`src/rtl/hub75_bcm_driver.sv`:
```
// HUB75 LED-matrix scan driver with binary-code-modulation colour planes, sequenced by a tick-enabled FSM.
// Optional macro BRIGHT_EN adds an 8-bit `bright` input that trims the NOE-low part of each display window.
module hub75_bcm_driver #(
  parameter int unsigned COLS     = 64,
  parameter int unsigned ROW_BITS = 5,
  parameter int unsigned BPC      = 8,
  parameter int unsigned CLK_DIV  = 3,
  parameter int unsigned BASE_ON  = 10
) (
  input  logic                              clk,
  input  logic                              rst,
  input  logic                              en,
`ifdef BRIGHT_EN
  input  logic [7:0]                        bright,
`endif
  output logic [ROW_BITS+$clog2(COLS)-1:0]  pix_addr,
  output logic                              pix_rd,
  input  logic [6*BPC-1:0]                  pix_data,
  output logic                              LP_CLK,
  output logic                              LATCH,
  output logic                              NOE,
  output logic [ROW_BITS-1:0]               ROW,
  output logic [2:0]                        RGB0,
  output logic [2:0]                        RGB1,
  output logic                              frame_start
);

  localparam int unsigned CW  = $clog2(COLS);
  localparam int unsigned AW  = ROW_BITS + CW;
  localparam int unsigned PW  = (BPC > 1) ? $clog2(BPC) : 1;
  localparam int unsigned DW  = $clog2(BASE_ON << (BPC - 1)) + 1;
  localparam int unsigned DVW = $clog2(CLK_DIV);

  typedef enum logic [1:0] {S_IDLE, S_SHIFT, S_LATCH, S_DISP} state_t;

  state_t              r_state, w_state_nxt;
  logic [DVW-1:0]      r_div;
  logic                w_tick;
  logic [ROW_BITS-1:0] r_row, w_row_nxt;
  logic [PW-1:0]       r_plane, w_plane_nxt;
  logic [CW-1:0]       r_col, w_col_nxt;
  logic                r_phase, w_phase_nxt;
  logic [DW-1:0]       r_disp, w_disp_nxt, w_disp_last;
  logic                w_rd, w_fs;
  logic                r_rd_q;
  logic                w_lp, w_latch, w_noe;
  logic [BPC-1:0]      w_up_r, w_up_g, w_up_b, w_lo_r, w_lo_g, w_lo_b;

  logic [AW-1:0]       r_pix_addr;
  logic                r_pix_rd, r_frame_start, r_lp_clk, r_latch, r_noe;
  logic [ROW_BITS-1:0] r_row_out;
  logic [2:0]          r_rgb0, r_rgb1;

  assign w_tick      = (r_div == DVW'(CLK_DIV - 1));
  assign w_disp_last = (DW'(BASE_ON) << r_plane) - DW'(1);

  assign w_up_r = pix_data[6*BPC-1 -: BPC];
  assign w_up_g = pix_data[5*BPC-1 -: BPC];
  assign w_up_b = pix_data[4*BPC-1 -: BPC];
  assign w_lo_r = pix_data[3*BPC-1 -: BPC];
  assign w_lo_g = pix_data[2*BPC-1 -: BPC];
  assign w_lo_b = pix_data[BPC-1:0];

  // Scan sequencer: every counter and the state move only on a tick.
  always_comb begin
    w_state_nxt = r_state;
    w_row_nxt   = r_row;
    w_plane_nxt = r_plane;
    w_col_nxt   = r_col;
    w_phase_nxt = r_phase;
    w_disp_nxt  = r_disp;
    w_rd        = 1'b0;
    w_fs        = 1'b0;
    if (w_tick) begin
      case (r_state)
        S_IDLE: begin
          if (en) begin
            w_row_nxt   = '0;
            w_plane_nxt = '0;
            w_col_nxt   = '0;
            w_phase_nxt = 1'b0;
            w_rd        = 1'b1;
            w_fs        = 1'b1;
            w_state_nxt = S_SHIFT;
          end
        end
        S_SHIFT: begin
          if (!r_phase) begin
            w_phase_nxt = 1'b1;
          end else begin
            w_phase_nxt = 1'b0;
            if (r_col == CW'(COLS - 1)) begin
              w_col_nxt   = '0;
              w_state_nxt = S_LATCH;
            end else begin
              w_col_nxt = r_col + CW'(1);
              w_rd      = 1'b1;
            end
          end
        end
        S_LATCH: begin
          w_disp_nxt  = '0;
          w_state_nxt = S_DISP;
        end
        S_DISP: begin
          if (r_disp == w_disp_last) begin
            w_disp_nxt = '0;
            if (!en) begin
              w_row_nxt   = '0;
              w_plane_nxt = '0;
              w_state_nxt = S_IDLE;
            end else begin
              w_col_nxt   = '0;
              w_phase_nxt = 1'b0;
              w_rd        = 1'b1;
              w_state_nxt = S_SHIFT;
              if (r_plane == PW'(BPC - 1)) begin
                w_plane_nxt = '0;
                w_row_nxt   = r_row + ROW_BITS'(1);
                w_fs        = (r_row == '1);
              end else begin
                w_plane_nxt = r_plane + PW'(1);
              end
            end
          end else begin
            w_disp_nxt = r_disp + DW'(1);
          end
        end
        default: w_state_nxt = S_IDLE;
      endcase
    end
  end

  assign w_lp    = (r_state == S_SHIFT) && r_phase;
  assign w_latch = (r_state == S_LATCH);

`ifdef BRIGHT_EN
  localparam int unsigned MW = DW + 9;
  logic [MW-1:0] w_on_prod, w_on_ticks;
  assign w_on_prod  = (MW'(BASE_ON) << r_plane) * (MW'(bright) + MW'(1));
  assign w_on_ticks = w_on_prod >> 8;
  assign w_noe      = !((r_state == S_DISP) && (MW'(r_disp) < w_on_ticks));
`else
  assign w_noe      = (r_state != S_DISP);
`endif

  always_ff @(posedge clk) begin
    if (rst) r_state <= S_IDLE;
    else     r_state <= w_state_nxt;
  end

  // Panel strobes trail the state by one clk so RGB settles before LP_CLK rises.
  always_ff @(posedge clk) begin
    if (rst) begin
      r_div         <= '0;
      r_row         <= '0;
      r_plane       <= '0;
      r_col         <= '0;
      r_phase       <= 1'b0;
      r_disp        <= '0;
      r_rd_q        <= 1'b0;
      r_pix_addr    <= '0;
      r_pix_rd      <= 1'b0;
      r_frame_start <= 1'b0;
      r_lp_clk      <= 1'b0;
      r_latch       <= 1'b0;
      r_noe         <= 1'b1;
      r_row_out     <= '0;
      r_rgb0        <= '0;
      r_rgb1        <= '0;
    end else begin
      r_div         <= w_tick ? '0 : r_div + DVW'(1);
      r_row         <= w_row_nxt;
      r_plane       <= w_plane_nxt;
      r_col         <= w_col_nxt;
      r_phase       <= w_phase_nxt;
      r_disp        <= w_disp_nxt;
      r_pix_rd      <= w_rd;
      r_frame_start <= w_fs;
      r_rd_q        <= r_pix_rd;
      if (w_rd) r_pix_addr <= {w_row_nxt, w_col_nxt};
      if (r_rd_q) begin
        r_rgb0 <= {w_up_r[r_plane], w_up_g[r_plane], w_up_b[r_plane]};
        r_rgb1 <= {w_lo_r[r_plane], w_lo_g[r_plane], w_lo_b[r_plane]};
      end
      r_lp_clk <= w_lp;
      r_latch  <= w_latch;
      r_noe    <= w_noe;
      if (w_latch) r_row_out <= r_row;
    end
  end

  assign pix_addr    = r_pix_addr;
  assign pix_rd      = r_pix_rd;
  assign LP_CLK      = r_lp_clk;
  assign LATCH       = r_latch;
  assign NOE         = r_noe;
  assign ROW         = r_row_out;
  assign RGB0        = r_rgb0;
  assign RGB1        = r_rgb1;
  assign frame_start = r_frame_start;

endmodule
```
`config.mk`:
```
export PLATFORM = sky130hd
export DESIGN_NAME = hub75_bcm_driver
export DESIGN_NICKNAME = d
export VERILOG_FILES = /design/src/rtl/hub75_bcm_driver.sv
export SDC_FILE = /design/constraint.sdc
export NUM_CORES = 1
export LEC_CHECK = 0
export ABC_AREA = 1
export CORE_MARGIN = 8
export CORE_UTILIZATION = 57
export CTS_BUF_LIST = sky130_fd_sc_hd__clkbuf_16
export DETAILED_ROUTE_END_ITERATION = 16
export PLACE_DENSITY = 0.95
export SYNTH_ARGS = -nofsm -noshare
export SYNTH_HDL_FRONTEND = slang
export SYNTH_SLANG_ARGS = --single-unit
```
`constraint.sdc`:
```
create_clock -name clk -period 8.3 [get_ports clk]
set_clock_uncertainty 0.2 [all_clocks]
set_input_delay 1.66 -clock clk [delete_from_list [all_inputs] [get_ports clk]]
set_output_delay 1.66 -clock clk [all_outputs]
set_load 0.005 [all_outputs]
```
==> flow_summary_export.csv <==
group,metric,value,unit
status,status,"completed",
critical_path,crit_fanout,21,
sta,tns,0,ps
synth,synth_top_area_frac,0.298,
sta,tightestPinTransition,1040,ps
die,dieArea,9890,um^2
cts,cts_buffer_depth,2,
cts,root_buffer,"clkbuf_16",
synth,syn_avg_cell_area,6.38,um^2
placement,gp_congestion,0.881,
sta,final-setup-viol-count,0,
finish,final_nets,756,
cts,ctsHoldBuffers,0,
global_route,grt_use_total,0.238,
synth,yosys_warnings,0,
synth,synth.area.top_cells,"dfxtp_1, nand2_1, nand3_1, nor2_1, inv_1",
finish,drive_above_1_share,0.0664,
critical_path,worstSetupEndpointType,"register",
cts,cts_buffers,9,
sta,setup_slack,4290,ps
sta,final-hold-violation-count,0,
synth,synthesis.nets,690,
die,initial_core_util,0.587,
detailed_routing,drc,0,
detailed_routing,ant_nets,0,
die,rows,30,
synth,ys_ff_latch,59,
power_and_ir_drop,p_leak,2.18,nW
finish,final_cell_mix,"nand2_1, nor2_1, inv_1, clkdlybuf4s50_1, nand3_1",
detailed_routing,dr.pass1.iters,5,
sta,fmax,250,MHz
critical_path,crit_required,8360,ps
power_and_ir_drop,fin_total_pwr,0.916,mW
critical_path,rr_startpoint,"r_plane[0]",
sta,relSlewSlack,0.306,
finish,synthToLayoutAreaGrowth,25.8,%
cts,cts_max_level,3,
global_route,grt_pass1_wl,19100,um
power_and_ir_drop,power_density,184,nW/um^2
global_route,grt_pass1_vias,4096,
detailed_routing,vias,4231,
cts,clkTransAtPathRegs,50,ps
synth,async_flop_share,0,
detailed_routing,routed_wl,11700,um
cts,clock_sinks,59,
finish,antennaDiodeCount,0,
finish,fill_cells,508,
die,core,6760,um^2
finish,final_common_cell,"nand2_1",
synth,syn_inst,622,
critical_path,cp-start-kind,"register",
cts,post_cts_resized,0,
synth,syn_area,3970,um^2
detailed_routing,via_per_inst,5.47,
die,die_y,99.4,um
global_route,grt-ovfl-total,0,
critical_path,path_class,"register to register",
die,ioPinCount,78,
finish,fin_util,0.739,
synth,synth_edf_count,0,
die,fp.dieW,99.4,um
power_and_ir_drop,peakVddDrop,0.158,mV
detailed_routing,wl_per_cell,15.1,um
global_route,grt_max_degree,27,
global_route,antenna_found_initial,0,
min_path,hold_path_startpoint,"r_div[0]",
cts,cts_tree,"yes",
sta,post-route-min-period,4010,ps
placement,port_buffers,77,
synth,synth_largest_area_cell,"dfxtp_1",
synth,synth_flop_cell,"dfxtp_1",
synth,synth_cell_type_count,38,
detailed_routing,first_iter_violations,286,
placement,pre_cts_slack,4040,ps
cts,cts_setup_buffers,0,
critical_path,cp.arrival,4070,ps
placement,place_hpwl,8490,um
min_path,hold_path_class,"register to register",
sta,rsz0062_at_grt,"no",
sta,final_max_slew_viol_count,0,
sta,fin_crit_sh,0.483,
critical_path,crit_path_start,"r_plane[0]",
synth,yosysSeqAreaShare,0.298,
cts,clock_latency,330,ps
run,cap_viol_max_count,0,
[metrics by stage]
step | hold slack [ps] | area, um^2 | std cells
global route | 254 | 4990 | 773
finish | 242 | 4990 | 773
detailed placement | 231 | 4710 | 757
global placement | 211 | 4710 | 757
CTS | 243 | 4990 | 773
floorplan | 201 | 3970 | 622
[final timing paths]
check / to / slack (ps) / depth (start not counted)
setup / recovery: pix_addr[10] / 4290 / 18
hold / removal: r_div[0] / 240 / 1
setup reg to reg: pix_addr[10] / 4290 / 18
hold reg to reg: r_div[0] / 240 / 1
[area by class of cell]
cell class                 instances  area [um^2]  share of cell area
clock inverter                     7         58.8              0.0118
sequential                        59         1180               0.237
clock buffer                       9          225              0.0451
inverter                          86          330              0.0662
multi-input combinational        455         2330               0.466
tap                               80          100              0.0201
timing repair buffer              77          771               0.154
[flip-flops by register name (all words and copies together) (netlist names), 2 cells and up]
signal,flops
r_plane,3
RGB1,3
RGB0,3
r_state,2
ROW,5
r_disp,12
r_row,5
pix_addr,11
r_col,6
r_div,2
[cell families (layout without fill, tap and decap cells)]
kind of cell             Yosys count  in the layout  share of synthesized area
AO/OA/AOI/OAI                     84             84                      0.131
XOR/XNOR                          14             14                     0.0309
adder cells (fa/ha/maj)           17             17                     0.0536
buffers and inverters            108            179                      0.116
flip-flops                        59             59                      0.298
multiplexers                       1              1                    0.00252
AND/OR/NAND/NOR                  339            339                      0.368
[cells in the mapped netlist, types with 9 or more instances]
| cell | number |
|---|---|
| clkbuf_1 | 12 |
| ha_1 | 17 |
| dfxtp_1 | 59 |
| a21oi_1 | 25 |
| xor2_1 | 10 |
| nand2_2 | 9 |
| nand3_1 | 61 |
| nand2_1 | 161 |
| nor2_1 | 79 |
| o211ai_1 | 23 |
| inv_1 | 78 |
| o21ai_0 | 18 |
[report_power, final]
part           switching, mW  internal [mW]
clock                  0.128          0.228
combinational          0.146         0.0998
sequential            0.0165          0.299
[critical path, stage by stage, from the launching register on]
cell	delay, ps
dfxtp_1	830
inv_2	360
ha_1	380
nand2_4	100
ha_1	210
inv_1	60
a21oi_1	110
nand2_1	100
nor2_4	150
nand3_1	90
nand2_1	110
nand2_1	90
nor2_4	190
nand4_1	110
nand2_1	100
nand2_2	190
inv_2	250
o21ai_0	110
nor2_1	160
[layer usage]
layer  global-route usage  vias up  part of all wire
li1                     -     2117                 -
met1                0.255     1929              0.41
met2                0.444      158              0.52
met3               0.0496       27             0.046
met4               0.0920        0             0.024
met5                    0        -                 0
Note: power is estimated with default switching activity, not from simulation.
